**src/rtl/ycfsm_array.sv**
```systemverilog
// ycfsm_array: N independent yellow-cell match channels on one clock.
// Each channel runs a four-phase dual-rail handshake on in/match and drives a
// registered dual-rail out. It flags protocol errors in a sticky err bit, and
// every channel adds to one shared counter of completed evaluations.
// Dual-rail encoding: 2'b00 empty, 2'b01 V0, 2'b10 V1, 2'b11 illegal.
// Optional macro YCFSM_SYNC_EN: adds a 2-flop synchroniser on every in/match bit.
module ycfsm_array #(
  parameter int unsigned N     = 4,
  parameter int unsigned CNT_W = 8
) (
  input  logic               clk,
  input  logic               reset_n,
  input  logic [N-1:0]       clear,
  input  logic [2*N-1:0]     in,
  input  logic [2*N-1:0]     match,
  output logic [2*N-1:0]     out,
  output logic [N-1:0]       err,
  output logic [CNT_W-1:0]   count
);

  typedef enum logic [1:0] {StIdle, StHalf, StFire, StDrain} state_e;

  logic [2*N-1:0] in_f, match_f;

`ifdef YCFSM_SYNC_EN
  logic [2*N-1:0] in_s1_q, in_s2_q, match_s1_q, match_s2_q;

  // Two-stage synchroniser on every input rail.
  always_ff @(posedge clk or negedge reset_n) begin
    if (!reset_n) begin
      in_s1_q    <= '0;
      in_s2_q    <= '0;
      match_s1_q <= '0;
      match_s2_q <= '0;
    end else begin
      in_s1_q    <= in;
      in_s2_q    <= in_s1_q;
      match_s1_q <= match;
      match_s2_q <= match_s1_q;
    end
  end

  assign in_f    = in_s2_q;
  assign match_f = match_s2_q;
`else
  assign in_f    = in;
  assign match_f = match;
`endif

  state_e         state_q [N];
  state_e         state_d [N];
  logic [1:0]     gone_q  [N];  // per side {match, in}: went empty while draining
  logic [1:0]     gone_d  [N];
  logic [2*N-1:0] out_q, out_d;
  logic [N-1:0]   err_q, err_d;
  logic [CNT_W-1:0] count_q, count_d;
  logic [2*N-1:0] in_p_q, match_p_q;  // previous-edge samples, for valid-to-valid flips

  function automatic logic is_valid(input logic [1:0] v);
    return (v == 2'b01) || (v == 2'b10);
  endfunction

  // Per-channel next state, error detection and shared count accumulation.
  always_comb begin
    logic [1:0] a, b, pa, pb;
    logic       va, vb, ea, eb, ev, fire;
    count_d = count_q;
    out_d   = out_q;
    err_d   = err_q;
    for (int k = 0; k < N; k++) begin
      state_d[k] = state_q[k];
      gone_d[k]  = gone_q[k];
      a    = in_f[2*k +: 2];
      b    = match_f[2*k +: 2];
      pa   = in_p_q[2*k +: 2];
      pb   = match_p_q[2*k +: 2];
      va   = is_valid(a);
      vb   = is_valid(b);
      ea   = (a == 2'b00);
      eb   = (b == 2'b00);
      fire = 1'b0;
      ev   = (a == 2'b11) || (b == 2'b11);
      if (state_q[k] != StIdle) begin
        ev = ev || (va && is_valid(pa) && (a != pa)) || (vb && is_valid(pb) && (b != pb));
      end
      if (state_q[k] == StDrain) begin
        ev = ev || (gone_q[k][0] && !ea) || (gone_q[k][1] && !eb);
      end
      if (clear[k]) begin
        state_d[k]       = StIdle;
        out_d[2*k +: 2]  = 2'b00;
        err_d[k]         = 1'b0;
        gone_d[k]        = 2'b00;
      end else if (ev) begin
        state_d[k]       = StDrain;
        out_d[2*k +: 2]  = 2'b00;
        err_d[k]         = 1'b1;
        gone_d[k]        = 2'b00;
      end else begin
        unique case (state_q[k])
          StIdle: begin
            if (va && vb)      fire = 1'b1;
            else if (va || vb) state_d[k] = StHalf;
          end
          StHalf: begin
            if (va && vb)      fire = 1'b1;
            else if (ea && eb) state_d[k] = StIdle;
          end
          StFire: begin
            if (ea && eb) begin
              state_d[k]      = StIdle;
              out_d[2*k +: 2] = 2'b00;
            end else if (ea || eb) begin
              state_d[k] = StDrain;
              gone_d[k]  = {eb, ea};
            end
          end
          StDrain: begin
            if (ea && eb) begin
              state_d[k]      = StIdle;
              out_d[2*k +: 2] = 2'b00;
              gone_d[k]       = 2'b00;
            end else begin
              gone_d[k] = gone_q[k] | {eb, ea};
            end
          end
          default: state_d[k] = StIdle;
        endcase
      end
      if (fire) begin
        state_d[k]      = StFire;
        out_d[2*k +: 2] = (a == b) ? 2'b10 : 2'b01;
        count_d         = count_d + CNT_W'(1);
      end
    end
  end

  // State, outputs and previous-sample registers.
  always_ff @(posedge clk or negedge reset_n) begin
    if (!reset_n) begin
      for (int k = 0; k < N; k++) begin
        state_q[k] <= StIdle;
        gone_q[k]  <= 2'b00;
      end
      out_q     <= '0;
      err_q     <= '0;
      count_q   <= '0;
      in_p_q    <= '0;
      match_p_q <= '0;
    end else begin
      for (int k = 0; k < N; k++) begin
        state_q[k] <= state_d[k];
        gone_q[k]  <= gone_d[k];
      end
      out_q     <= out_d;
      err_q     <= err_d;
      count_q   <= count_d;
      in_p_q    <= in_f;
      match_p_q <= match_f;
    end
  end

  assign out   = out_q;
  assign err   = err_q;
  assign count = count_q;

endmodule
```
**config.mk**
```make
export PLATFORM = sky130hd
export DESIGN_NAME = ycfsm_array
export DESIGN_NICKNAME = d
export VERILOG_FILES = /design/src/rtl/ycfsm_array.sv
export SDC_FILE = /design/constraint.sdc
export NUM_CORES = 1
export LEC_CHECK = 0
export ABC_AREA = 1
export CORE_AREA = 3 3 120 88
export CTS_CLUSTER_DIAMETER = 40
export DETAILED_ROUTE_END_ITERATION = 16
export DIE_AREA = 0 0 123 91
export PLACE_DENSITY = 0.59
export SYNTH_ARGS = -nofsm -noshare
export SYNTH_HDL_FRONTEND = slang
export SYNTH_SLANG_ARGS = --single-unit
```
**constraint.sdc**
```tcl
create_clock -name clk -period 2.6 [get_ports clk]
set_clock_uncertainty 0.1 [all_clocks]
set_input_delay 0.52 -clock clk [delete_from_list [all_inputs] [get_ports clk]]
set_output_delay 0.52 -clock clk [all_outputs]
set_load 0.01 [all_outputs]
```
# After elaboration in Yosys (flattened, before gate mapping)

Cells that the tools add are included.

Add/sub/neg operators: 4
Eq/ne operators: 88
Multiplexer cells: 124
Bitwise operators: 4
Reduce and logical (&&, ||, !) cells: 136

Operators by type and width:

| operator            | count |
|---|---|
| $mux 2              | 80 |
| $eq 2x2->1 const B  | 32 |
| $ne 5x5->1 const B  | 12 |
| $reduce_bool 4->1   | 12 |
| $logic_or 1x1->1    | 44 |
| $eq 2x1->1 const B  | 20 |
| $add 8x1->8 const B | 4 |
| $logic_and 1x1->1   | 32 |
| $mux 1              | 32 |
| $mux 8              | 4 |
| $ne 4x4->1 const B  | 8 |
| $pmux 2 s4          | 4 |
| $logic_not 2->1     | 12 |
| $ne 6x6->1 const B  | 4 |
| $ne 2x2->1          | 8 |
| $pmux 2 s2          | 4 |
| $reduce_and 4->1    | 4 |
| $reduce_bool 2->1   | 8 |
| $reduce_or 2->1     | 8 |
| $reduce_and 3->1    | 4 |
| $eq 2x2->1          | 4 |
| $logic_not 1->1     | 8 |
| $or 2x2->2          | 4 |
| $reduce_and 2->1    | 4 |

Bits in registers: 52
Bits of input ports: 22

# Depth between registers and ports, before layout

Gate-level depths: netlist of the first run.

Depth after elaboration: 19
Gate-level depth with buffers: 27
Gate-level depth less buffers: 27

# Least setup slack after synthesis of the first run

No wires, ideal clock.

Path type: input-to-reg
Start: in in[0]
End: reg count_q[6] (netlist: count[6])
Setup time: 0.118 ns
Arrival time: 2.918 ns
Data required time: 2.382 ns
Slack: -0.536 ns
Stages on the path: 21
Cell sequence: inv_2 -> ha_1 -> inv_1 -> nor3_4 -> nand4_4 -> buf_8 -> o21ai_1 -> nand3_2 -> nand2_1 -> inv_1 -> ha_1 -> nand2_1 -> nand2_1 -> ha_1 -> nand2_1 -> nor2_1 -> nand2_1 -> nor2_1 -> nand2_1 -> xor2_1 -> inv_1

Cells in the longest elaborated chain, start to end: 19
Elaborated cells on any way between the ends: 29

RTL lines:

| element                                         | line | source |
|---|---|---|
| start, declared                                 | 14   | `input logic [2*N-1:0] in,` |
| $eq 2x1->1 / $eq 2x2->1 (equally long branches) | 60   | `return (v == 2'b01) \|\| (v == 2'b10);` |
| $logic_or 1x1->1                                | 60   |  |
| $logic_and 1x1->1 (2 in series)                 | 84   | `ev = ev \|\| (va && is_valid(pa) && (a != pa)) \|\| (vb && is_valid(pb) && (b != pb));` |
| $logic_or 1x1->1 (2 in series)                  | 84   |  |
| $mux 1                                          | 83   | `if (state_q[k] != StIdle) begin` |
| $logic_or 1x1->1 (2 in series)                  | 87   | `ev = ev \|\| (gone_q[k][0] && !ea) \|\| (gone_q[k][1] && !eb);` |
| $mux 1                                          | 86   | `if (state_q[k] == StDrain) begin` |
| $mux 1 *                                        | 94   | `end else if (ev) begin` |
| $mux 1 *                                        | 89   | `if (clear[k]) begin` |
| $mux 8 *                                        | 130  | `if (fire) begin` |
| $add 8x1->8                                     | 133  | `count_d = count_d + CNT_W'(1);` |
| $mux 8 *                                        | 130  |  |
| $add 8x1->8                                     | 133  |  |
| $mux 8 *                                        | 130  |  |
| $add 8x1->8                                     | 133  |  |
| $mux 8 *                                        | 130  |  |
| named net count_d[6]                            | 56   | `logic [CNT_W-1:0] count_q, count_d;` |
| end signal, assigned                            | 157  | `count_q <= count_d;` |
| end, declared                                   | 56   |  |

The timed path passes the listed nets; every way through them passes the cells marked *.
A chain may end at the register's enable or synchronous reset.

# Worst setup path after layout of the first run

Start: in match[0]
End: reg count_q[4] (netlist: count[4])

Cells in the longest elaborated chain, start to end: 18
Elaborated cells on any way between the ends: 29

RTL lines:

| element                                         | line | source |
|---|---|---|
| start, declared                                 | 15   | `input logic [2*N-1:0] match,` |
| $eq 2x1->1 / $eq 2x2->1 (equally long branches) | 60   |  |
| $logic_or 1x1->1                                | 60   |  |
| $logic_and 1x1->1 (2 in series)                 | 84   |  |
| $logic_or 1x1->1                                | 84   |  |
| $mux 1                                          | 83   |  |
| $logic_or 1x1->1 (2 in series)                  | 87   |  |
| $mux 1                                          | 86   |  |
| $mux 1 *                                        | 94   |  |
| $mux 1 *                                        | 89   |  |
| $mux 8 *                                        | 130  |  |
| $add 8x1->8                                     | 133  |  |
| $mux 8 *                                        | 130  |  |
| $add 8x1->8                                     | 133  |  |
| $mux 8 *                                        | 130  |  |
| $add 8x1->8                                     | 133  |  |
| $mux 8 *                                        | 130  |  |
| named net count_d[4]                            | 56   |  |

Marks and branches as above.

==> results by group, run 1 <==
Status
  • Result of the run: finished with violations
  • Failing checks: negative setup slack

Layout
  • Area occupied by multi-input gates: 2610 um2
  • Syn-to-layout area delta: 55.5%
  • Ratio of cells with drive above 1 in the final layout: 39.5%
  • Seq. cell area: 1300 um2
  • Final net count: 771
  • Fin area: 6140 um2
  • Count of placed standard cells in the final layout, fillers left out: 858
  • # fillers: 817
  • Final core area utilization: 64.7%
  • Number of diodes: 0

Yosys
  • Yosys warns: 0
  • Number of register bits inferred by synthesis: 52
  • Post-synthesis net count: 589
  • Synth cell types: 46
  • Cell type contributing the most total cell area after synthesis: sky130_fd_sc_hd__dfrtp_1
  • Yosys top cell area share: 33.0%
  • Largest cells by area after synthesis: sky130_fd_sc_hd__dfrtp_1 (33%), sky130_fd_sc_hd__nand2_1 (12%), sky130_fd_sc_hd__inv_1 (9.4%)
  • Instance count of the mapped netlist: 548
  • Cell area after synthesis: 3950 um2
  • Average size of a mapped cell: 7.21 um2
  • Sequential fraction of the synthesis area: 33.0%

Detailed routing
  • Detailed router's first-iteration violation count: 219
  • Via density per instance: 4.81
  • Routed Wire Length: 10800 um
  • Wire length on met3: 505 um
  • Vias: 4124
  • DRC errors left: 0
  • Average wire per cell in the routed design: 12.5 um
  • Met2 Routed Length: 4920 um
  • Antenna Violating Nets Remaining: 0
  • Routed metal-1 wirelength: 5190 um
  • Max layer used: met4
  • DR pass1 iterations: 5

Clock network
  • Clock tree from TritonCTS: built
  • Buffer levels on the longest clock path: 2
  • Root Driver: sky130_fd_sc_hd__clkbuf_16
  • Hold Buf Count CTS: 0
  • Clk pin slew, worst setup/hold paths: 0.07 ns
  • CTS buffer count: 5
  • Count of H-tree levels built during CTS: 2
  • Sinks on Clock Net: 52
  • Skew-Pair Late Insertion Delay: 0.30 ns

Floorplanning
  • Row Count: 30
  • Die Footprint: 11200 um2
  • Starting utilization of the core area: 41.6%
  • I/O pin count: 42
  • Area of the placeable core: 9500 um2
  • Die outline width: 123 um
  • Height of the die: 91 um

Setup path
  • CP arrival: 3.02 ns
  • Startpoint class of the critical path: input pin
  • Type of destination of the critical path: flip-flop
  • WP data required: 2.68 ns
  • Kind of critical path: input pin to flip-flop
  • Highest net fanout along the worst path: 6

Place
  • Post-Place Worst Slack: -1.14 ns
  • Placed wire-length estimate after detailed placement: 7710 um
  • Final GP Congestion: 0.864
  • Number of placed instances with taps included: 821
  • DP Area: 5370 um2
  • Count of input and output buffers: 41

Timing
  • Final-report hold violation count: 0
  • Final Setup Violations: 8
  • Least setup slack across all paths after layout: -0.340 ns
  • Fraction of the cycle the final worst path needs: 113%
  • Unrepaired setup endpoints after global routing: true
  • Pins over their slew limit: 0
  • Post-layout minimum cycle time: 2.94 ns
  • Worst-Margin Slew: 0.694 ns
  • Setup_tns: -1.74 ns
  • Hold_ws: 0.241 ns
  • Relative slew slack: 53.7%
  • FMAX: 340 MHz

Global route
  • Initial antenna violation count: 0
  • Largest net degree at the start of global routing: 53
  • Total global-route track usage: 19.4%
  • Global-route wire length before repair: 17800 um
  • Overflow left after global routing: 0
  • Vias in the first global route: 3946

Power and ir drop
  • Overall power after layout: 4.05 mW
  • Total power divided by cell area: 660 nW/um2
  • Static leakage power: 3.05 nW
  • Worst IR drop on VDD: 0.298 mV

Job
  • Total of max-cap violations: 0

Worst hold path
  • Hold crit path type: input pin to async pin
## area by class of cell
cell class | count | share of cell area (%)
tap | 128 | 2.61
clock inverter | 1 | 0.143
sequential | 52 | 21.2
clock buffer | 6 | 2.26
timing repair buffer | 178 | 24.1
inverter | 110 | 7.21
multi-input combinational | 383 | 42.5
## synth_stat cells, drive strengths merged
library cell / number
nand2: 146
o21ai: 38
nand3b: 1
o21bai: 1
or2: 1
mux2i: 1
o22ai: 3
a31oi: 2
a21oi: 11
ha: 19
inv: 110
o41ai: 3
xor2: 10
buf: 3
a311o: 1
nor2: 62
a2111oi: 1
nand4: 7
a22oi: 5
o2111ai: 1
o211ai: 9
nor4: 3
a211oi: 1
o311ai: 2
dfrtp: 52
a32o: 3
o31ai: 2
nor3: 15
xnor2: 2
nand3: 33
## worst max-delay path, stage by stage
cell	delay [ns]
sky130_fd_sc_hd__buf_6	0.12
sky130_fd_sc_hd__inv_12	0.03
sky130_fd_sc_hd__ha_4	0.27
sky130_fd_sc_hd__inv_4	0.04
sky130_fd_sc_hd__nor3_4	0.24
sky130_fd_sc_hd__nand4_4	0.21
sky130_fd_sc_hd__nand2_4	0.13
sky130_fd_sc_hd__inv_2	0.05
sky130_fd_sc_hd__nor2_4	0.13
sky130_fd_sc_hd__nand2_4	0.07
sky130_fd_sc_hd__nand2_2	0.06
sky130_fd_sc_hd__inv_2	0.04
sky130_fd_sc_hd__ha_4	0.26
sky130_fd_sc_hd__nand2_4	0.05
sky130_fd_sc_hd__nand2_4	0.07
sky130_fd_sc_hd__ha_4	0.14
sky130_fd_sc_hd__nand2_4	0.05
sky130_fd_sc_hd__nor2_4	0.08
sky130_fd_sc_hd__nand2_2	0.07
sky130_fd_sc_hd__buf_4	0.13
sky130_fd_sc_hd__buf_4	0.12
sky130_fd_sc_hd__xor2_1	0.13
## report_power, final
group	internal [mW]	switching (mW)
logic	1.10	1.22
registers	0.928	0.115
clock network	0.380	0.306
total	2.41	1.65
## layout by cell type, fill, tap and decap left out, types with 3 or more instances in the layout
cell,count
sky130_fd_sc_hd__nand2_4,14
sky130_fd_sc_hd__clkdlybuf4s50_1,26
sky130_fd_sc_hd__nand2_2,26
sky130_fd_sc_hd__nand3_4,5
sky130_fd_sc_hd__ha_1,7
sky130_fd_sc_hd__o21ai_0,30
sky130_fd_sc_hd__nor2_1,36
sky130_fd_sc_hd__dfrtp_1,52
sky130_fd_sc_hd__o211ai_1,9
sky130_fd_sc_hd__a22oi_1,4
sky130_fd_sc_hd__o21ai_2,3
sky130_fd_sc_hd__inv_1,81
sky130_fd_sc_hd__buf_6,21
sky130_fd_sc_hd__nor2_4,13
sky130_fd_sc_hd__inv_2,23
sky130_fd_sc_hd__a32o_1,3
sky130_fd_sc_hd__nand3_1,23
sky130_fd_sc_hd__xor2_1,9
sky130_fd_sc_hd__o22ai_1,3
sky130_fd_sc_hd__o21ai_1,4
sky130_fd_sc_hd__nand3_2,5
sky130_fd_sc_hd__nor2_2,12
sky130_fd_sc_hd__nor3_2,3
sky130_fd_sc_hd__nand4_1,6
sky130_fd_sc_hd__clkbuf_2,5
sky130_fd_sc_hd__o41ai_1,3
sky130_fd_sc_hd__ha_4,10
sky130_fd_sc_hd__nor3_1,11
sky130_fd_sc_hd__a21oi_1,10
sky130_fd_sc_hd__inv_4,4
sky130_fd_sc_hd__nand2_1,106
sky130_fd_sc_hd__buf_4,120
sky130_fd_sc_hd__clkbuf_16,5
## timing repair
| action | 4_1_cts | 5_1_grt |
|---|---|---|
| gates resized for setup | 95 | 69 |
| buffers inserted | 25 | 9 |
| pin swaps | 53 | 48 |
| gates cloned | 0 | 0 |
| endpoints found under the setup margin | 11 | 14 |
## sequential cells by signal (all words and copies together) (netlist names)
register,cells
count,8
gone_q,8
in_p_q,8
match_p_q,8
out,8
state_q,8
err,4
## cell families (layout without fill, tap and decap cells)
logic type                 Yosys count  count (layout)  synth area share (%)
AOI/OAI and AO/OA                   83              83                  13.4
xor gates and xnor gates            12              12                  2.66
adders and majority gates           19              19                  6.02
buffers and inverters              113             295                  11.2
DFF                                 52              52                  33.0
muxes                                1               1                 0.253
and+or+nand+nor                    268             268                  33.5
## final timing paths
path	from	end	slack, ns	depth (start not counted)
min in group clk	in[1]	in_p_q[1]	0.25	1
worst min register to register	err[3]	err[3]	0.40	2
worst max register to register	state_q[7]	count[4]	-0.30	23
worst max-delay path	match[0]	count[4]	-0.34	22
max in group asynchronous	reset_n	gone_q[0]	1.69	2
worst min-delay path	reset_n	gone_q[7]	0.24	2
## metal layers
layer | GRT usage [%] | vias up
met2 | 29.6 | 91
met1 | 28.2 | 1899
li1 | - | 2121
met5 | 0 | -
met3 | 3.30 | 13
met4 | 5.16 | 0
(Power assumes the default switching activity.)
==> inputs of run 2 (changes only) <==
- ABC_AREA: 1 -> unset
- CORE_AREA: 3 3 120 88 -> 3 3 117 85
- DIE_AREA: 0 0 123 91 -> 0 0 120 88
- PLACE_DENSITY: 0.59 -> 0.6
==> run 2 against run 1 <==
Effect of this change:
- register-to-register slack worse by 0.30 ns
- largest power group unchanged
- critical endpoint is now count[7]
- highest routed layer unchanged
- first-iteration DRC count is 29% lower
- final area fell by 9.0%
- the run still ends with negative setup slack left
- maximum frequency down 8.4%
- sequential cell count unchanged
- final cell count is 18% lower
- combinational power shrank 25%
==> results by group, run 2 <==
Status
  • Result of the run: finished with violations
  • Failing checks: negative setup slack

Place
  • Count of input and output buffers: 41 (unchanged)
  • Post-Place Worst Slack: -1.48 ns (-0.346 ns)
  • Final GP Congestion: 0.873 (+1.0%)
  • Placed wire-length estimate after detailed placement: 7480 um (-2.9%)
  • DP Area: 5080 um2 (-5.2%)

Power and ir drop
  • Switching power: 1.21 mW (-26%)
  • Clk pwr share: 21.4% (+4.5 points)
  • Internal power: 2.27 mW (-5.6%)
  • Switching power share of the total: 34.8% (-5.8 points)
  • Combinational power share: 50.3% (-7.0 points)
  • Worst IR drop on VDD: 0.401 mV (+35%)
  • Static leakage power: 2.46 nW (-19%)
  • Sequential fraction of design power: 28.4% (+2.7 points)
  • Total power divided by cell area: 624 nW/um2 (-5.5%)
  • Overall power after layout: 3.48 mW (-14%)

Setup path
  • Worst setup slack for register-to-register paths: -0.60 ns (-0.30 ns)
  • R2R Path Start: match_p_q[2]
  • WP data required: 2.72 ns (+0.04 ns)
  • Crit path max-delay family: compound AO/OA/AOI/OAI gates
  • Most used cell along the critical path: sky130_fd_sc_hd__xnor2_1
  • CP Cell Sequence: buf_2, inv_2, ha_4, nand2_2, o221a_2, a21oi_2, nor2_1, xnor2_1, ha_2, inv_2, nor2_4, xnor2_1, xnor2_1, o2111ai_2, o41ai_4, xor2_1
  • Highest cell delay on the worst timing path: 0.37 ns (+0.10 ns)
  • Startpoint class of the critical path: input pin
  • Highest net fanout along the worst path: 4 (-2)
  • Slowest-stage cell, CP: sky130_fd_sc_hd__o41ai_4
  • CP arrival: 3.32 ns (+0.30 ns)
  • Type of destination of the critical path: flip-flop
  • Kind of critical path: input pin to flip-flop
  • Endpoint of the most critical register-to-register path: count[7]
  • Number of cells traversed by the worst register-to-register path: 14 (-39%)
  • Sum of buffers and inverters on the critical path: 3 (-4)

Timing
  • Final-report hold violation count: 0 (unchanged)
  • Fraction of the cycle the final worst path needs: 123% (+10 points)
  • Post-layout minimum cycle time: 3.21 ns (+0.268 ns)
  • Worst-Margin Slew: 0.433 ns (-0.261 ns)
  • Least setup slack across all paths after layout: -0.608 ns (-0.268 ns)
  • Relative slew slack: 70.8% (+17 points)
  • FMAX: 312 MHz (-8.4%)
  • Setup_tns: -3.10 ns (-1.37 ns)
  • Pins over their slew limit: 0 (unchanged)
  • Final Setup Violations: 7 (-1)
  • Unrepaired setup endpoints after global routing: true

Clock network
  • Clk pin slew, worst setup/hold paths: 0.07 ns (about the same)
  • Buffer levels on the longest clock path: 2 (unchanged)
  • Root Driver: sky130_fd_sc_hd__clkbuf_16
  • Clock tree from TritonCTS: built
  • Sinks on Clock Net: 52 (unchanged)
  • Skew-Pair Late Insertion Delay: 0.29 ns (about the same)
  • CTS buffer count: 5 (unchanged)
  • Count of H-tree levels built during CTS: 2 (unchanged)

Floorplanning
  • Height of the die: 88 um (-3.3%)
  • Area of the placeable core: 8960 um2 (-5.6%)
  • Row Count: 29 (-3.3%)
  • I/O pin count: 42 (unchanged)
  • Die Footprint: 10600 um2 (-5.7%)
  • Starting utilization of the core area: 41.2% (-0.40 points)
  • Die outline width: 120 um (-2.4%)

Global route
  • Largest net degree at the start of global routing: 26 (-51%)
  • Total global-route track usage: 19.2% (-0.15 points)
  • Overflow left after global routing: 0 (unchanged)
  • Vias in the first global route: 3550 (-10%)
  • Global-route wire length before repair: 16700 um (-6.2%)
  • Initial antenna violation count: 0 (unchanged)

Yosys
  • Yosys warns: 0 (unchanged)
  • Post-synthesis net count: 467 (-21%)
  • Commonest cells in the netlist: sky130_fd_sc_hd__dfrtp_1 (52), sky130_fd_sc_hd__inv_1 (41), sky130_fd_sc_hd__nor2_1 (39)
  • Dominant cell by count in the synthesized netlist: sky130_fd_sc_hd__dfrtp_1
  • Synth cell types: 71 (+54%)
  • Yosys top cell area share: 35.3% (+2.3 points)
  • Largest cells by area after synthesis: sky130_fd_sc_hd__dfrtp_1 (35%), sky130_fd_sc_hd__ha_1 (6.4%), sky130_fd_sc_hd__xnor2_1 (5.2%)
  • Number of register bits inferred by synthesis: 52 (unchanged)
  • Cell type contributing the most total cell area after synthesis: sky130_fd_sc_hd__dfrtp_1
  • Post-synthesis async set-or-reset flop share: 100% (unchanged)
  • Number of enable-type register cells in the synthesized netlist: 0 (unchanged)
  • Most frequently used flop master after synthesis: sky130_fd_sc_hd__dfrtp_1
  • Sequential fraction of the synthesis area: 35.3% (+2.3 points)
  • Average size of a mapped cell: 8.66 um2 (+20%)
  • Instance count of the mapped netlist: 426 (-22%)
  • Cell area after synthesis: 3690 um2 (-6.5%)

Layout
  • Seq. cell area: 1300 um2 (unchanged)
  • Highest-count cells in the layout ignoring fill and taps: sky130_fd_sc_hd__buf_4 (108), sky130_fd_sc_hd__dfrtp_1 (52), sky130_fd_sc_hd__inv_1 (35)
  • Most common cell after layout, fill and taps aside: sky130_fd_sc_hd__buf_4
  • Area occupied by multi-input gates: 2530 um2 (-2.9%)
  • Ratio of cells with drive above 1 in the final layout: 36.7% (-2.8 points)
  • # fillers: 773 (-5.4%)
  • Final net count: 618 (-20%)
  • Fin area: 5590 um2 (-9.0%)
  • Number of diodes: 0 (unchanged)
  • Syn-to-layout area delta: 51.4%

Worst hold path
  • Worst hold path stage count: 1
  • Startpoint of the worst hold path: match[6]
  • End of the worst hold path: match_p_q[6]
  • Hold crit path type: input pin to flip-flop

Detailed routing
  • Vias: 3613 (-12%)
  • Detailed router's first-iteration violation count: 156 (-29%)
  • Routed Wire Length: 9740 um (-9.5%)
  • Via density per instance: 5.15 (+7.1%)
  • Average wire per cell in the routed design: 13.9 um (+11%)
  • DRC errors left: 0 (unchanged)
  • Antenna Violating Nets Remaining: 0 (unchanged)
  • DR pass1 iterations: 6 (+1)

Job
  • Total of max-cap violations: 0 (unchanged)
-- run 2: cell count changes in the layout (fill, tap and decap cells not counted), moves of 13 or more --
cell and delta:
sky130_fd_sc_hd__a21oi_1 +14, sky130_fd_sc_hd__buf_6 -13, sky130_fd_sc_hd__inv_1 -46, sky130_fd_sc_hd__inv_2 -21, sky130_fd_sc_hd__nand2_1 -82, sky130_fd_sc_hd__nand2_2 -24, sky130_fd_sc_hd__nand2_4 -14, sky130_fd_sc_hd__nand2b_1 +21
sky130_fd_sc_hd__nand3_1 -18, sky130_fd_sc_hd__nor2b_1 +13, sky130_fd_sc_hd__o21ai_0 -15, sky130_fd_sc_hd__xnor2_1 +18
-- run 2: cell families after synthesis --
| logic type | synth area share, % |
|---|---|
| muxes | 1.46 |
| adders and majority gates | 6.98 |
| buffers and inverters | 5.69 |
| DFF | 35.3 |
| xor gates and xnor gates | 7.02 |
| and+or+nand+nor | 21.9 |
| AOI/OAI and AO/OA | 21.7 |
-- run 2: power by group through the flow --
stage | Clock, mW | Sequential (mW) | Combinational (mW)
after global placement | 0 | 0.999 | 1.49
after detailed placement | 0 | 1.00 | 1.52
final | 0.745 | 0.988 | 1.75
after CTS | 0.771 | 0.987 | 1.72
after floorplan | 0 | 1.01 | 0.763
after global routing | 0.805 | 1.00 | 1.90
-- run 2: repair_timing --
| item | CTS | global route |
|---|---|---|
| hold endpoints to repair | 7 | 0 |
| buffers inserted | 6 | 3 |
| gates resized for setup | 91 | 15 |
| pin swaps | 27 | 6 |
| endpoints found under the setup margin | 12 | 10 |
| hold buffers | 1 | 0 |
-- run 2: cell type report --
class,count,area share [%]
Multi-Input combinational cell,321,45.4
Sequential cell,52,23.3
Timing Repair Buffer,156,22.6
Inverter,41,3.07
Tap cell,124,2.78
Clock buffer,6,2.31
Clock inverter,2,0.627
-- run 2: layer usage --
metal  routed length [um]  GRT usage, %
met1                 4940          26.9
met2                 4440          31.0
met3                  299          3.74
met4                   65          4.57
met5                    0             0
-- run 2: worst register-to-register path, cell delays in order, from the launching register on --
cell                        delay (ns)
sky130_fd_sc_hd__dfrtp_1          0.37
sky130_fd_sc_hd__nor2b_1          0.14
sky130_fd_sc_hd__a22oi_2          0.30
sky130_fd_sc_hd__o221ai_4         0.19
sky130_fd_sc_hd__nor3_4           0.23
sky130_fd_sc_hd__xnor2_2          0.09
sky130_fd_sc_hd__mux2i_2          0.20
sky130_fd_sc_hd__ha_2             0.21
sky130_fd_sc_hd__inv_2            0.04
sky130_fd_sc_hd__nor2_4           0.16
sky130_fd_sc_hd__xnor2_1          0.10
sky130_fd_sc_hd__xnor2_1          0.27
sky130_fd_sc_hd__o2111ai_2        0.20
sky130_fd_sc_hd__o41ai_4          0.37
sky130_fd_sc_hd__xor2_1           0.18
-- run 2: worst max-delay path by stage --
stage | start | endpoint | slack [ns] | depth (start not counted)
after floorplan | in[0] | count[7] | -0.58 | 14
final | in[2] | count[7] | -0.61 | 16
after CTS | in[0] | count[6] | -0.61 | 15
after global placement | in[1] | count[7] | -1.28 | 13
after detailed placement | match[2] | count[6] | -1.48 | 17
after global routing | match_p_q[2] | count[7] | -0.80 | 14
-- run 2: per-stage QoR --
step,utilization [%],cells,hold slack (ns)
2_1_floorplan,-,426,0.124
3_3_place_gp,56.7,685,0.290
3_5_place_dp,56.7,685,0.290
4_1_cts,61.8,700,0.288
5_1_grt,62.4,702,0.294
6_report,62.4,702,0.298
